[src/rtl/regfile_wb_arbiter.sv]
// -----------------------------------------------------------------------------
// regfile_wb_arbiter
//
// Purpose:
//   Owns the single write port of the 32x32 register file and shares it
//   between two writers:
//     - the in-order pipeline writeback stage, which normally has priority;
//     - the long-latency unit (load/mul/div results), which is forced through
//       after it has been refused STARVE_MAX cycles in a row.
//   Arbitration is zero-cycle: grants, the write port and handshakes are all
//   combinational from the current inputs and the registered state.
//
//   The block also keeps a busy-bit scoreboard of registers that have an
//   outstanding long-latency result. It raises a RAW/WAW hazard to the issue
//   stage when any of that stage's registers is marked busy.
//
// Ports:
//   clk, rst                  clock and asynchronous active-high reset
//   pipe_wen/rd/data          pipeline writeback request
//   pipe_stall                pipeline writeback must hold (not written)
//   ll_valid/rd/data          long-latency result request
//   ll_ready                  long-latency result accepted this cycle
//   ll_issue/ll_issue_rd      long-latency op issued; marks its destination busy
//   rs1_addr/rs2_addr/issue_rd  issue-stage registers checked against the
//                               scoreboard
//   hazard                    issue stage must stall
//   RegWEn/rd_addr/rd_data    register file write port
//   busy_vec                  scoreboard state; bit 0 is always 0
// -----------------------------------------------------------------------------
module regfile_wb_arbiter #(
    parameter int XLEN       = 32,
    parameter int STARVE_MAX = 4
) (
    input  logic            clk,
    input  logic            rst,
    input  logic            pipe_wen,
    input  logic [4:0]      pipe_rd,
    input  logic [XLEN-1:0] pipe_data,
    output logic            pipe_stall,
    input  logic            ll_valid,
    input  logic [4:0]      ll_rd,
    input  logic [XLEN-1:0] ll_data,
    output logic            ll_ready,
    input  logic            ll_issue,
    input  logic [4:0]      ll_issue_rd,
    input  logic [4:0]      rs1_addr,
    input  logic [4:0]      rs2_addr,
    input  logic [4:0]      issue_rd,
    output logic            hazard,
    output logic            RegWEn,
    output logic [4:0]      rd_addr,
    output logic [XLEN-1:0] rd_data,
    output logic [31:0]     busy_vec
);

    localparam logic [3:0] STARVE_LIMIT = 4'(STARVE_MAX);

    logic [3:0]  starve_cnt_reg;
    logic [3:0]  starve_cnt_next;
    logic [31:1] busy_reg;
    logic [31:1] set_vec;
    logic [31:1] clr_vec;
    logic [31:0] busy_full;

    logic pipe_req;
    logic ll_req;
    logic ll_zero;
    logic forced;
    logic pipe_grant;
    logic ll_grant;

    // x0 is never written, so requests to it are dropped.
    // A long-latency result for x0 is acknowledged at once without a write.
    assign pipe_req = pipe_wen & (pipe_rd != 5'd0);
    assign ll_req   = ll_valid & (ll_rd != 5'd0);
    assign ll_zero  = ll_valid & (ll_rd == 5'd0);
    assign forced   = (starve_cnt_reg == STARVE_LIMIT);

    // The pipeline wins unless the long-latency unit has starved long enough.
    // Once forced, the pipeline only loses when there really is a competing
    // long-latency request.
    assign ll_grant   = ll_req & (forced | ~pipe_req);
    assign pipe_grant = pipe_req & ~ll_grant;

    // The whole handshake and write interface is held quiet while reset is
    // asserted, independent of the clock.
    always_comb begin
        RegWEn     = 1'b0;
        rd_addr    = 5'd0;
        rd_data    = '0;
        ll_ready   = 1'b0;
        pipe_stall = 1'b0;
        if (!rst) begin
            ll_ready   = ll_grant | ll_zero;
            pipe_stall = pipe_req & ll_grant;
            RegWEn     = pipe_grant | ll_grant;
            if (pipe_grant) begin
                rd_addr = pipe_rd;
                rd_data = pipe_data;
            end else if (ll_grant) begin
                rd_addr = ll_rd;
                rd_data = ll_data;
            end
        end
    end

    // Count consecutive refusals. Any cycle without a refused request
    // (accepted, or no request at all) restarts the count.
    always_comb begin
        starve_cnt_next = 4'd0;
        if (ll_req && !ll_grant) begin
            if (starve_cnt_reg != STARVE_LIMIT)
                starve_cnt_next = starve_cnt_reg + 4'd1;
            else
                starve_cnt_next = starve_cnt_reg;
        end
    end

    always_ff @(posedge clk or posedge rst) begin
        if (rst)
            starve_cnt_reg <= 4'd0;
        else
            starve_cnt_reg <= starve_cnt_next;
    end

    // One busy bit per architectural register except x0.
    // A new issue to a register beats the clear of that register, so a
    // back-to-back reissue is not lost.
    genvar gi;
    generate
        for (gi = 1; gi < 32; gi++) begin : g_busy
            assign set_vec[gi] = ll_issue & (ll_issue_rd == 5'(gi));
            assign clr_vec[gi] = ll_grant & (ll_rd == 5'(gi));

            always_ff @(posedge clk or posedge rst) begin
                if (rst)
                    busy_reg[gi] <= 1'b0;
                else
                    busy_reg[gi] <= set_vec[gi] | (busy_reg[gi] & ~clr_vec[gi]);
            end
        end
    endgenerate

    assign busy_full = {busy_reg, 1'b0};
    assign busy_vec  = rst ? 32'd0 : busy_full;

    // There is no bypass from a clear in this cycle. The result lands in the
    // register file at the coming edge, so the first clean read is next cycle.
    assign hazard = ~rst & (busy_full[rs1_addr] | busy_full[rs2_addr] |
                            busy_full[issue_rd]);

endmodule
[config.mk]
export PLATFORM = sky130hd
export DESIGN_NAME = regfile_wb_arbiter
export DESIGN_NICKNAME = d
export VERILOG_FILES = /design/src/rtl/regfile_wb_arbiter.sv
export SDC_FILE = /design/constraint.sdc
export NUM_CORES = 1
export LEC_CHECK = 0
export CORE_MARGIN = 8
export CORE_UTILIZATION = 25
export DETAILED_ROUTE_END_ITERATION = 10
export PLACE_DENSITY = 0.64
export REMOVE_ABC_BUFFERS = 1
export SETUP_SLACK_MARGIN = 0.3
export SLEW_MARGIN = 20
export SYNTH_ARGS = -nofsm -noshare
export SYNTH_HDL_FRONTEND = slang
export SYNTH_SLANG_ARGS = --single-unit
[constraint.sdc]
create_clock -name clk -period 2.3 [get_ports clk]
set_input_delay 0.46 -clock clk [delete_from_list [all_inputs] [get_ports clk]]
set_output_delay 0.46 -clock clk [all_outputs]
set_load 0.01 [all_outputs]
==> summary.md <==
| Metric | Value |
|---|---|
| Crit path launch type | `input port` |
| Synth top area cells | `dfrtp_1, mux4_2, o21ai_0` |
| CTS Root Cell | `clkbuf_16` |
| Status | `finished, violations left` |
| Worst EP arrival | `2.09 ns` |
| PortBufs | `170` |
| WL/cell | `21.04 microns` |
| Synth Cell Area | `0.003318 sq mm` |
| Worst-Skew Late Latency | `0.28 ns` |
| Post-Synth Simple-Gate Area | `28.17%` |
| Die W | `131.2 microns` |
| Non-Filler Instances | `833` |
| Worst hold endpoint | `starve_cnt_reg[0]` |
| Crit-path cells | `buf_6, or4_4, o21a_4, a21oi_4, buf_6, clkbuf_16, nand2_2, a21oi_2, buf_2` |
| Setup TNS | `-9.046 ns` |
| Crit Reg-Reg Startpoint | `starve_cnt_reg[1]` |
| Fin crit period | `2.555 ns` |
| GP Congestion | `0.8957` |
| CP peak stage delay | `0.53 ns` |
| Power Dens Cells | `525.3 mW/mm^2` |
| Hold Buf Count CTS | `0` |
| Die height | `131.2 microns` |
| Post-synth cell types | `47` |
| Pre-antenna DRT Iters | `4` |
| Starting density of the core | `25.36%` |
| CP Capture Type | `primary output` |
| Vias in the first global route | `4515` |
| Unrepaired setup endpoints after global routing | `yes` |
| Total die area | `0.01721 sq mm` |
| Area Growth Syn to Fin | `95.70%` |
| Max reg flops | `31` |
| Grt ovf | `0` |
| DP HPWL | `13.32 mm` |
| Sink Count | `35` |
| Final slew viol count | `0` |
| Fraction of registers with async set/reset | `100.0%` |
| Worst R2R End | `busy_full[23]` |
| DR vias | `4360` |
| Fillers | `1196` |
| CTS Buffer Depth | `2` |
| Avg Synthesized Cell Area | `8.234 sq um` |
| Top FF cell, synth | `dfrtp_1` |
| Post-synth EDFFs | `0` |
| Yosys reg bits | `35` |
| Largest area contributor in the synthesized netlist | `dfrtp_1` |
| Post-route ant nets | `0` |
| Slack of the critical path | `-0.2549 ns` |
| Ys Warns | `0` |
| Register area share after synthesis | `26.40%` |
| CTS tree | `done` |
| Gr usage total | `19.15%` |
| Io pins | `172` |
| Post-route DRC | `0` |
| CTS clk-pin slew, worst paths | `0.06 ns` |
| Share of the synthesized area in the top cell type | `26.40%` |
| CP max stage cell | `or4_4` |
| H-tree depth | `2` |
| Largest family of logic cells by synthesized area | `simple AND/OR/NAND/NOR gates` |
| Slew headroom | `65.88%` |
| Cells after DPL | `804` |
| Mux share of post-synthesis cell area | `16.03%` |
| Worst Tran Pin Value | `0.5105 ns` |
| Cell leakage power | `2.863 nW` |
| Final Cycle Share | `111.1%` |
| Failing checks | `negative setup slack` |
| Compound-Gate Fraction of Synth Area | `21.98%` |
| Crit path kind | `in -> out` |
| Row cnt | `42` |
| 1st-iter DRT viols | `392` |
| Max FO, Critical Path | `8` |
| Reg2reg path depth | `9` |
| Synth Instances | `403` |
| Max-cap violations | `0` |
| Nets | `757` |
| Hold_sp | `starve_cnt_reg[0]` |
| Xor-xnor portion of the synthesized cell area | `0.5279%` |
| Num CTS Buffers | `5` |
| Worst Skew | `0.003158 ns` |
| Final Hold Violating Endpoints | `0` |
| R2R setup slack | `0.29 ns` |
| Post-Route WL | `17.53 mm` |
| CORE AREA | `0.01309 sq mm` |
| N_diodes | `0` |
| Final setup viols | `40` |
| Vias/cell | `5.234` |
| Count leader, synth | `o21ai_0` |
| Global-route wire length before repair | `26.55 mm` |
| Post-synthesis adder-cell area fraction | `0.7541%` |
| Layout cells sized above 1 | `43.68%` |
| Crit-path most repeated cell | `buf_6` |
| Antenna violations before repair | `0` |
| Critical path required time | `1.84 ns` |
| Fmax | `391.4 MHz` |
| Min-Delay Path Class | `reg -> reg` |
| Largest net degree at the start of global routing | `37` |
| Hold Path Depth | `2` |
| Max rail drop VDD | `289.4 uV` |
| Commonest cells post-synth | `o21ai_0, nand2_1, nand3_1, nor2b_1, a21oi_1` |
cell families after synthesis:
| group | after synthesis |
|---|---|
| simple gates | 175 |
| compound gates | 120 |
| buf+inv | 39 |
| flops | 35 |
| mux | 29 |
| fa+ha+maj | 2 |
| xor+xnor | 2 |
| other cells | 1 |
per-stage QoR:
step           total power [mW]  hold slack [ns]  util (%)  worst slack (ns)  instance area, sq um
2_1_floorplan             1.460           0.4547         -           -0.6413                  3141
3_3_place_gp              2.405           0.5125     44.27            -1.080                  5793
3_5_place_dp              2.430           0.5257     44.27            -1.054                  5793
4_1_cts                   3.330           0.5336     47.12           -0.2950                  6166
5_1_grt                   3.575           0.5512     49.63           -0.3210                  6494
6_report                  3.411           0.5311     49.63           -0.2549                  6494
worst max-delay path, delay by kind of cell:
family,cells,cell delay (ns)
buffers and inverters,4,0.54
and+or+nand+nor,2,0.59
AOI/OAI and AO/OA,3,0.49
cell usage in the layout, fill, tap and decap left out, drive strengths merged, types with 2 or more instances in the layout:
cell type,synthesis,final
a21oi,41,41
a221oi,2,2
buf,16,158
clkbuf,17,7
clkdlybuf4s15,0,8
clkdlybuf4s50,0,92
dfrtp,35,35
dlygate4sd2,0,6
dlymetal6s2s,0,14
ha,2,2
inv,6,6
mux2,3,3
mux2i,7,7
mux4,19,19
nand2,46,46
nand2b,8,8
nand3,44,44
nand3b,4,4
nand4,7,7
nand4b,5,5
nor2,8,8
nor2b,40,40
nor3,4,4
nor3b,3,3
o211a,2,2
o211ai,2,2
o21ai,57,57
o41ai,7,7
or2,4,4
or4,2,2
where the power goes:
part | switching [mW] | internal [mW] | leakage [nW]
registers | 0.168 | 0.753 | 0.420
clock network | 0.264 | 0.539 | 0.0868
logic | 0.695 | 0.992 | 2.36
total | 1.13 | 2.28 | 2.86
layout make-up:
class	instances	area, sq um	area share [%]
clock buffers	6	138.9	2.139
clock inverters	2	35.03	0.5395
inverters	6	22.52	0.3468
multi-input cells	329	2668	41.08
flip-flops and latches	35	882.1	13.58
well taps	176	220.2	3.391
repair buffers	279	2527	38.92
what timing repair did:
action	CTS	global route
pin swaps	44	34
buffers inserted	14	4
gates cloned	2	1
resized for setup	325	96
setup endpoints to repair	74	88
how the worst max path moves through the flow:
stage	start	to	slack, ns	cells after the start
3_3_place_gp	pipe_rd[1]	pipe_stall	-1.08	8
6_report	pipe_rd[4]	rd_data[31]	-0.25	9
5_1_grt	pipe_rd[4]	rd_data[27]	-0.32	9
4_1_cts	pipe_rd[4]	rd_data[25]	-0.29	9
2_1_floorplan	pipe_rd[1]	rd_addr[0]	-0.64	5
3_5_place_dp	pipe_rd[1]	rd_data[29]	-1.05	8
routing by layer:
metal / vias up / wire length [microns] / GRT usage, %
met1: 2140 / 7537 / 24.39
met4: 0 / 289 / 5.487
li1: 1994 / - / -
met5: - / 0 / 0
met2: 204 / 8407 / 31.72
met3: 22 / 1290 / 4.230
Note: power is estimated with default switching activity, not from simulation.
